==> src/rtl/bkram_sector_ctrl_if.sv <==
// SD sector request channel and in-line format write port of the backup-RAM controller.
interface bkram_sector_ctrl_if #(
  parameter int SECTORS_LOG2 = 4,
  parameter int BUF_AW       = 8
);
  logic [31:0]                    sd_lba;
  logic                           sd_rd;
  logic                           sd_wr;
  logic                           sd_ack;
  logic [SECTORS_LOG2+BUF_AW-1:0] fmt_addr;
  logic [15:0]                    fmt_data;
  logic                           fmt_we;

  modport master (
    output sd_lba, sd_rd, sd_wr, fmt_addr, fmt_data, fmt_we,
    input  sd_ack
  );

  modport slave (
    input  sd_lba, sd_rd, sd_wr, fmt_addr, fmt_data, fmt_we,
    output sd_ack
  );
endinterface

==> src/rtl/bkram_sector_ctrl.sv <==
// Backup-RAM persistence controller: slot load/save over the SD sector channel,
// header format engine, dirty tracking, autosave and ack timeout.
module bkram_sector_ctrl #(
  parameter int          SECTORS_LOG2 = 4,
  parameter int          SLOTS_LOG2   = 2,
  parameter int          BUF_AW       = 8,
  parameter logic [23:0] ACK_TIMEOUT  = 24'd5000000
) (
  input  logic                  clk_sys,
  input  logic                  reset_n,
  input  logic                  enable,
  input  logic [SLOTS_LOG2-1:0] slot,
  input  logic                  load_req,
  input  logic                  save_req,
  input  logic                  format_req,
  input  logic                  autosave_en,
  input  logic                  autosave_tick,
  input  logic                  bram_we,
  bkram_sector_ctrl_if.master   bus,
  output logic                  busy,
  output logic                  loading,
  output logic                  dirty,
  output logic                  done,
  output logic                  err
);
  localparam int FMT_AW = SECTORS_LOG2 + BUF_AW;

  typedef enum logic [2:0] {
    S_IDLE   = 3'd0,
    S_FORMAT = 3'd1,
    S_REQ    = 3'd2,
    S_XFER   = 3'd3,
    S_DONE   = 3'd4
  } state_t;

  // Save-image header written by the format engine.
  function automatic logic [15:0] fmt_word(input logic [1:0] idx);
    case (idx)
      2'd0:    fmt_word = 16'h5548;
      2'd1:    fmt_word = 16'h4D42;
      2'd2:    fmt_word = 16'h8800;
      2'd3:    fmt_word = 16'h8010;
      default: fmt_word = 16'h0000;
    endcase
  endfunction

  state_t                  state_r;
  logic                    load_q_r, save_q_r, fmt_q_r, ack_q_r;
  logic                    mode_load_r;
  logic [SLOTS_LOG2-1:0]   slot_r;
  logic [SECTORS_LOG2-1:0] idx_r;
  logic [23:0]             tmo_cnt_r;
  logic [1:0]              fmt_cnt_r;

  logic                    load_rise_s, save_rise_s, fmt_rise_s;
  logic                    ack_rise_s, ack_fall_s, auto_s;
  logic                    tmo_hit_s, idx_last_s, dirty_set_s;
  logic [SECTORS_LOG2-1:0] idx_nxt_s;

  // Trigger edges, arbitration qualifiers and sector/timeout decodes.
  always_comb begin
    load_rise_s = load_req & ~load_q_r;
    save_rise_s = save_req & ~save_q_r;
    fmt_rise_s  = format_req & ~fmt_q_r;
    ack_rise_s  = bus.sd_ack & ~ack_q_r;
    ack_fall_s  = ~bus.sd_ack & ack_q_r;
    auto_s      = autosave_tick & autosave_en & dirty & enable;
    tmo_hit_s   = (tmo_cnt_r == (ACK_TIMEOUT - 24'd1));
    idx_last_s  = &idx_r;
    idx_nxt_s   = idx_r + {{(SECTORS_LOG2-1){1'b0}}, 1'b1};
    dirty_set_s = bram_we & ~loading;
  end

  // Main sequencer with registered outputs.
  always_ff @(posedge clk_sys or negedge reset_n) begin
    if (!reset_n) begin
      state_r      <= S_IDLE;
      load_q_r     <= 1'b1;
      save_q_r     <= 1'b1;
      fmt_q_r      <= 1'b1;
      ack_q_r      <= 1'b0;
      mode_load_r  <= 1'b0;
      slot_r       <= '0;
      idx_r        <= '0;
      tmo_cnt_r    <= 24'd0;
      fmt_cnt_r    <= 2'd0;
      bus.sd_lba   <= 32'd0;
      bus.sd_rd    <= 1'b0;
      bus.sd_wr    <= 1'b0;
      bus.fmt_addr <= '0;
      bus.fmt_data <= 16'h0000;
      bus.fmt_we   <= 1'b0;
      busy         <= 1'b0;
      loading      <= 1'b0;
      dirty        <= 1'b0;
      done         <= 1'b0;
      err          <= 1'b0;
    end else begin
      load_q_r <= load_req;
      save_q_r <= save_req;
      fmt_q_r  <= format_req;
      ack_q_r  <= bus.sd_ack;
      done     <= 1'b0;
      case (state_r)
        S_IDLE: begin
          if (fmt_rise_s) begin
            state_r   <= S_FORMAT;
            busy      <= 1'b1;
            fmt_cnt_r <= 2'd0;
          end else if ((load_rise_s & enable) | (save_rise_s & enable) | auto_s) begin
            mode_load_r <= load_rise_s & enable;
            loading     <= load_rise_s & enable;
            slot_r      <= slot;
            idx_r       <= '0;
            bus.sd_lba  <= 32'({slot, {SECTORS_LOG2{1'b0}}});
            tmo_cnt_r   <= 24'd0;
            err         <= 1'b0;
            busy        <= 1'b1;
            state_r     <= S_REQ;
            if (!(load_rise_s & enable)) begin
              dirty <= 1'b0;
            end
          end
        end
        S_FORMAT: begin
          bus.fmt_we   <= 1'b1;
          bus.fmt_addr <= FMT_AW'(fmt_cnt_r);
          bus.fmt_data <= fmt_word(fmt_cnt_r);
          fmt_cnt_r    <= fmt_cnt_r + 2'd1;
          if (fmt_cnt_r == 2'd3) begin
            dirty   <= 1'b1;
            state_r <= S_DONE;
          end
        end
        S_REQ: begin
          if (ack_rise_s) begin
            bus.sd_rd <= 1'b0;
            bus.sd_wr <= 1'b0;
            state_r   <= S_XFER;
          end else if (tmo_hit_s) begin
            bus.sd_rd <= 1'b0;
            bus.sd_wr <= 1'b0;
            err       <= 1'b1;
            state_r   <= S_DONE;
          end else begin
            bus.sd_rd <= mode_load_r;
            bus.sd_wr <= ~mode_load_r;
            tmo_cnt_r <= tmo_cnt_r + 24'd1;
          end
        end
        S_XFER: begin
          if (ack_fall_s) begin
            if (idx_last_s) begin
              state_r <= S_DONE;
            end else begin
              idx_r      <= idx_nxt_s;
              bus.sd_lba <= 32'({slot_r, idx_nxt_s});
              tmo_cnt_r  <= 24'd0;
              state_r    <= S_REQ;
            end
          end
        end
        S_DONE: begin
          // Only a load that completed without timeout makes RAM match the image.
          if (loading & ~err) begin
            dirty <= 1'b0;
          end
          done       <= 1'b1;
          bus.fmt_we <= 1'b0;
          busy       <= 1'b0;
          loading    <= 1'b0;
          state_r    <= S_IDLE;
        end
        default: begin
          state_r <= S_IDLE;
        end
      endcase
      // Core writes win over any clear in the same cycle.
      if (dirty_set_s) begin
        dirty <= 1'b1;
      end
    end
  end
endmodule

==> src/flat_wrapper.sv <==
// flat-port wrapper written by rule: the top's interface ports become plain ports
module bkram_sector_ctrl_flat 
#(
  parameter int          SECTORS_LOG2 = 4,
  parameter int          SLOTS_LOG2   = 2,
  parameter int          BUF_AW       = 8,
  parameter logic [23:0] ACK_TIMEOUT  = 24'd5000000
)
  (clk_sys, reset_n, enable, slot, load_req, save_req, format_req, autosave_en, autosave_tick, bram_we, busy, loading, dirty, done, err, bus_sd_lba, bus_sd_rd, bus_sd_wr, bus_fmt_addr, bus_fmt_data, bus_fmt_we, bus_sd_ack);
  bkram_sector_ctrl_if #(.SECTORS_LOG2(SECTORS_LOG2), .BUF_AW(BUF_AW)) bus_i ();
  input  logic clk_sys;
  input  logic reset_n;
  input  logic enable;
  input  logic [SLOTS_LOG2-1:0] slot;
  input  logic load_req;
  input  logic save_req;
  input  logic format_req;
  input  logic autosave_en;
  input  logic autosave_tick;
  input  logic bram_we;
  output logic busy;
  output logic loading;
  output logic dirty;
  output logic done;
  output logic err;
  output wire logic [$bits(bus_i.sd_lba)-1:0] bus_sd_lba;
  output wire logic [$bits(bus_i.sd_rd)-1:0] bus_sd_rd;
  output wire logic [$bits(bus_i.sd_wr)-1:0] bus_sd_wr;
  output wire logic [$bits(bus_i.fmt_addr)-1:0] bus_fmt_addr;
  output wire logic [$bits(bus_i.fmt_data)-1:0] bus_fmt_data;
  output wire logic [$bits(bus_i.fmt_we)-1:0] bus_fmt_we;
  input wire logic [$bits(bus_i.sd_ack)-1:0] bus_sd_ack;
  assign bus_sd_lba = bus_i.sd_lba;
  assign bus_sd_rd = bus_i.sd_rd;
  assign bus_sd_wr = bus_i.sd_wr;
  assign bus_fmt_addr = bus_i.fmt_addr;
  assign bus_fmt_data = bus_i.fmt_data;
  assign bus_fmt_we = bus_i.fmt_we;
  assign bus_i.sd_ack = bus_sd_ack;
  bkram_sector_ctrl #(.SECTORS_LOG2(SECTORS_LOG2), .SLOTS_LOG2(SLOTS_LOG2), .BUF_AW(BUF_AW), .ACK_TIMEOUT(ACK_TIMEOUT)) u_core (.clk_sys(clk_sys), .reset_n(reset_n), .enable(enable), .slot(slot), .load_req(load_req), .save_req(save_req), .format_req(format_req), .autosave_en(autosave_en), .autosave_tick(autosave_tick), .bram_we(bram_we), .bus(bus_i), .busy(busy), .loading(loading), .dirty(dirty), .done(done), .err(err));
endmodule
==> config.mk <==
export PLATFORM = sky130hd
export DESIGN_NAME = bkram_sector_ctrl_flat
export DESIGN_NICKNAME = d
export VERILOG_FILES = /design/src/rtl/bkram_sector_ctrl_if.sv /design/src/rtl/bkram_sector_ctrl.sv /design/src/flat_wrapper.sv
export SDC_FILE = /design/constraint.sdc
export NUM_CORES = 1
export LEC_CHECK = 0
export ABC_AREA = 0
export CORE_ASPECT_RATIO = 0.75
export CORE_MARGIN = 4
export CORE_UTILIZATION = 50
export CTS_CLUSTER_DIAMETER = 80
export DETAILED_ROUTE_END_ITERATION = 16
export PLACE_DENSITY = 0.8
export SLEW_MARGIN = 30
export SYNTH_ARGS = -nofsm -noshare
export SYNTH_HDL_FRONTEND = slang
export SYNTH_SLANG_ARGS = --single-unit
==> constraint.sdc <==
create_clock -name clk_sys -period 2.76 [get_ports clk_sys]
set_clock_uncertainty 0.2 [all_clocks]
set_input_delay 0.552 -clock clk_sys [delete_from_list [all_inputs] [get_ports clk_sys]]
set_output_delay 0.552 -clock clk_sys [all_outputs]
set_load 0.05 [all_outputs]
==> flow_metrics.py <==
metrics = {
    "setup_path": {
        "path_max_fanout": 20,
        "cp.required_ns": 2.79,
        "endpoint_kind": "flop",
        "start_kind": "flop",
        "arrival_ns": 2.53,
        "critPathKind": "flop to flop",
    },
    "worst_hold_path": {
        "hold_class": "flop to flop",
    },
    "route": {
        "ant_nets": 0,
        "first_pass_iters": 5,
        "drc_errors": 0,
        "wl_per_cell_um": 15.1,
        "vias_per_cell": 5.51,
        "vias": 2750,
        "drtIter0Drc": 227,
        "finalWirelength_um": 7550,
    },
    "placement": {
        "dp_cells": 482,
        "port_buffers": 37,
        "post-place-ws_ns": 0.0374,
        "routabilityCongestion": 0.912,
        "dp_hpwl_um": 5530,
        "placed_cell_area_um2": 3760,
    },
    "logic_synthesis": {
        "ys_seq_area_share_pct": 42.8,
        "postSynth.asyncResetShare_pct": 100,
        "synth_seq_cells": 58,
        "yosys-top-cells-area": "dfrtp_1 (41%), buf_4 (10%), nand2_1 (4.9%), o21ai_0 (3.1%), a211o_1 (2.8%)",
        "yosysTopAreaCell": "dfrtp_1",
        "synth_warnings": 0,
        "netlist_instances": 365,
        "syn_area_per_cell_um2": 9.31,
        "netlist.area_leader.share_pct": 40.5,
        "ys.flop_type": "dfrtp_1",
        "synth_edf_count": 0,
        "netlist_area_um2": 3400,
        "yosys.cell_types.count": 53,
    },
    "die": {
        "num_rows": 25,
        "die_h_um": 79.4,
        "core_um2": 6440,
        "dieArea_um2": 8190,
        "fp.dieW_um": 103,
        "num_io_pins": 80,
        "start_util_pct": 52.7,
    },
    "grt": {
        "grt_pass1_vias": 2519,
        "use_met3_pct": 7.07,
        "grt_use_total_pct": 19.7,
        "antenna_found_initial": 0,
        "grt-busiest-layer": "met2",
        "overflow": 0,
        "grtUsageMet1_pct": 27.8,
        "grt_pass1_wl_um": 12500,
        "met2_usage_pct": 28.4,
        "grt_max_degree": 44,
    },
    "timing": {
        "period_share_pct": 90.7,
        "min_period_ns": 2.50,
        "finalSetupViolCount": 0,
        "grt_setup_unrepaired": "false",
        "hold_viol_final": 0,
        "worst_slew_pin_slew_ns": 0.543,
        "final.setup.tns_ns": 0,
        "relSlewSlack_pct": 63.5,
        "holdWs_ns": 0.274,
        "worst_slack_ns": 0.255,
        "finalMaxSlewViolations": 0,
        "max_freq_mhz": 399,
    },
    "clocking": {
        "cts-resized-gates": 0,
        "root_buffer": "clkbuf_8",
        "clockBufferDepth": 2,
        "clkSlewWorstSetupHoldPaths_ns": 0.06,
        "h-tree-depth": 3,
        "clock-sinks": 58,
        "clk_latency_ns": 0.34,
        "cts_setup_buffers": 0,
        "tritoncts": "yes",
        "hold_buffers": 1,
        "cts_buffers": 9,
    },
    "final_layout": {
        "n_fill_cell": 527,
        "area_growth_pct": 16.4,
        "final_area_um2": 3950,
        "finalNetCount": 432,
        "diodes": 0,
        "instances_no_fill": 499,
        "drive_gt1_share_pct": 10.5,
        "utilization_pct": 61.4,
    },
    "pwr": {
        "pwr-share-seq_pct": 32.2,
        "leakagePower_nw": 1.92,
        "p_sw_share_pct": 45.5,
        "p_switching_mw": 1.75,
        "p_int_mw": 2.09,
        "power_density_nw_per_um2": 970,
        "vdd_drop_max_v": 0.000527,
        "power_mw": 3.83,
        "clkPwrFrac_pct": 18.8,
        "p_comb_share_pct": 48.9,
    },
    "run_status": {
        "status": "finished, final reports clean",
    },
    "flow_run": {
        "cap_violations": 0,
    },
}
[layout by cell type, fill, tap and decap left out, types with 3 or more instances in the layout]
master / instances
o21ai_0: 21
dfrtp_1: 55
a21o_1: 3
nor3b_1: 4
nor4_1: 3
nand2b_1: 4
o31ai_1: 4
nor2_1: 14
nand4_1: 7
buf_12: 3
a22o_1: 3
a211o_1: 11
mux2_2: 4
and3b_1: 3
o211a_1: 4
nor3_1: 18
nand3_1: 13
a21oi_1: 9
inv_1: 11
buf_4: 15
conb_1: 42
dfstp_2: 3
nand2_1: 44
clkdlybuf4s50_1: 36
clkbuf_8: 12
o211ai_1: 3
and3_1: 12
ha_1: 7
a211oi_1: 3
or3_1: 6
nor2b_1: 9
[synth_stat cells, drive strengths merged, types with 7 or more instances]
library cell	instances
o21ai	21
nor2	14
nor2b	9
and3	12
dfrtp	55
nor3	18
nand3	13
inv	11
nand2	44
buf	54
a211o	11
a21oi	9
nand4	7
ha	7
[layout make-up]
cell class | instances | area (um2) | area share, %
multi-input cells | 277 | 1630 | 41.1
flip-flops and latches | 58 | 1460 | 36.8
repair buffers | 56 | 548 | 13.9
clock buffers | 14 | 173 | 4.37
well taps | 81 | 101 | 2.56
inverters | 11 | 41.3 | 1.04
clock inverters | 2 | 10.0 | 0.253
[cell families (layout without fill, tap and decap cells)]
group           count (synthesis)  after routing  synth area share [%]
simple gates                  148            148                  23.5
mux                             5              5                  1.62
fa+ha+maj                       7              7                  2.58
flops                          58             58                  42.8
buf+inv                        71             83                  13.8
compound gates                 75             75                  15.5
other cells                     1             42                 0.110
[power groups by stage]
| stage | logic [mW] | registers (mW) | clock network (mW) |
|---|---|---|---|
| floorplan | 1.06 | 1.57 | 0 |
| global placement | 1.84 | 1.24 | 0 |
| detailed placement | 1.87 | 1.25 | 0 |
| CTS | 1.88 | 1.24 | 0.733 |
| global route | 2.03 | 1.27 | 0.777 |
| finish | 1.88 | 1.24 | 0.722 |
[per-layer routing]
| layer | part of all wire (%) | vias to the layer above |
|---|---|---|
| li1 | - | 1316 |
| met1 | 45 | 1291 |
| met2 | 44 | 133 |
| met3 | 9.9 | 10 |
| met4 | 1.3 | 0 |
| met5 | 0 | - |
[worst paths after layout]
kind,to,depth (start not counted),startpoint,slack (ns)
max,u_core.tmo_cnt_r[15],6,u_core.tmo_cnt_r[16],0.26
min,u_core.bus.fmt_data[1],2,u_core.bus.fmt_data[1],0.27
max reg2reg,u_core.tmo_cnt_r[15],6,u_core.tmo_cnt_r[16],0.26
min reg2reg,u_core.bus.fmt_data[1],2,u_core.bus.fmt_data[1],0.27
max in group asynchronous,u_core.bus.fmt_data[15],3,reset_n,1.32
min in group asynchronous,u_core.done,2,reset_n,0.48
[worst max-delay path, cell delays in order (launching register included)]
cell and delay (ns):
dfrtp_1 0.46, or4_4 0.59, nor4_4 0.35, a21oi_1 0.16, buf_12 0.18, and3_1 0.17
a211o_1 0.27
[sequential cells by signal, indices dropped and copies added (netlist names), 2 cells and up]
signal,count
u_core.state_r,3
u_core.bus.fmt_data,6
u_core.bus.sd_lba,3
u_core.slot_r,2
u_core.fmt_cnt_r,2
u_core.bus.fmt_addr,2
u_core.tmo_cnt_r,24
u_core.idx_r,3
Note: power is estimated with default switching activity, not from simulation.
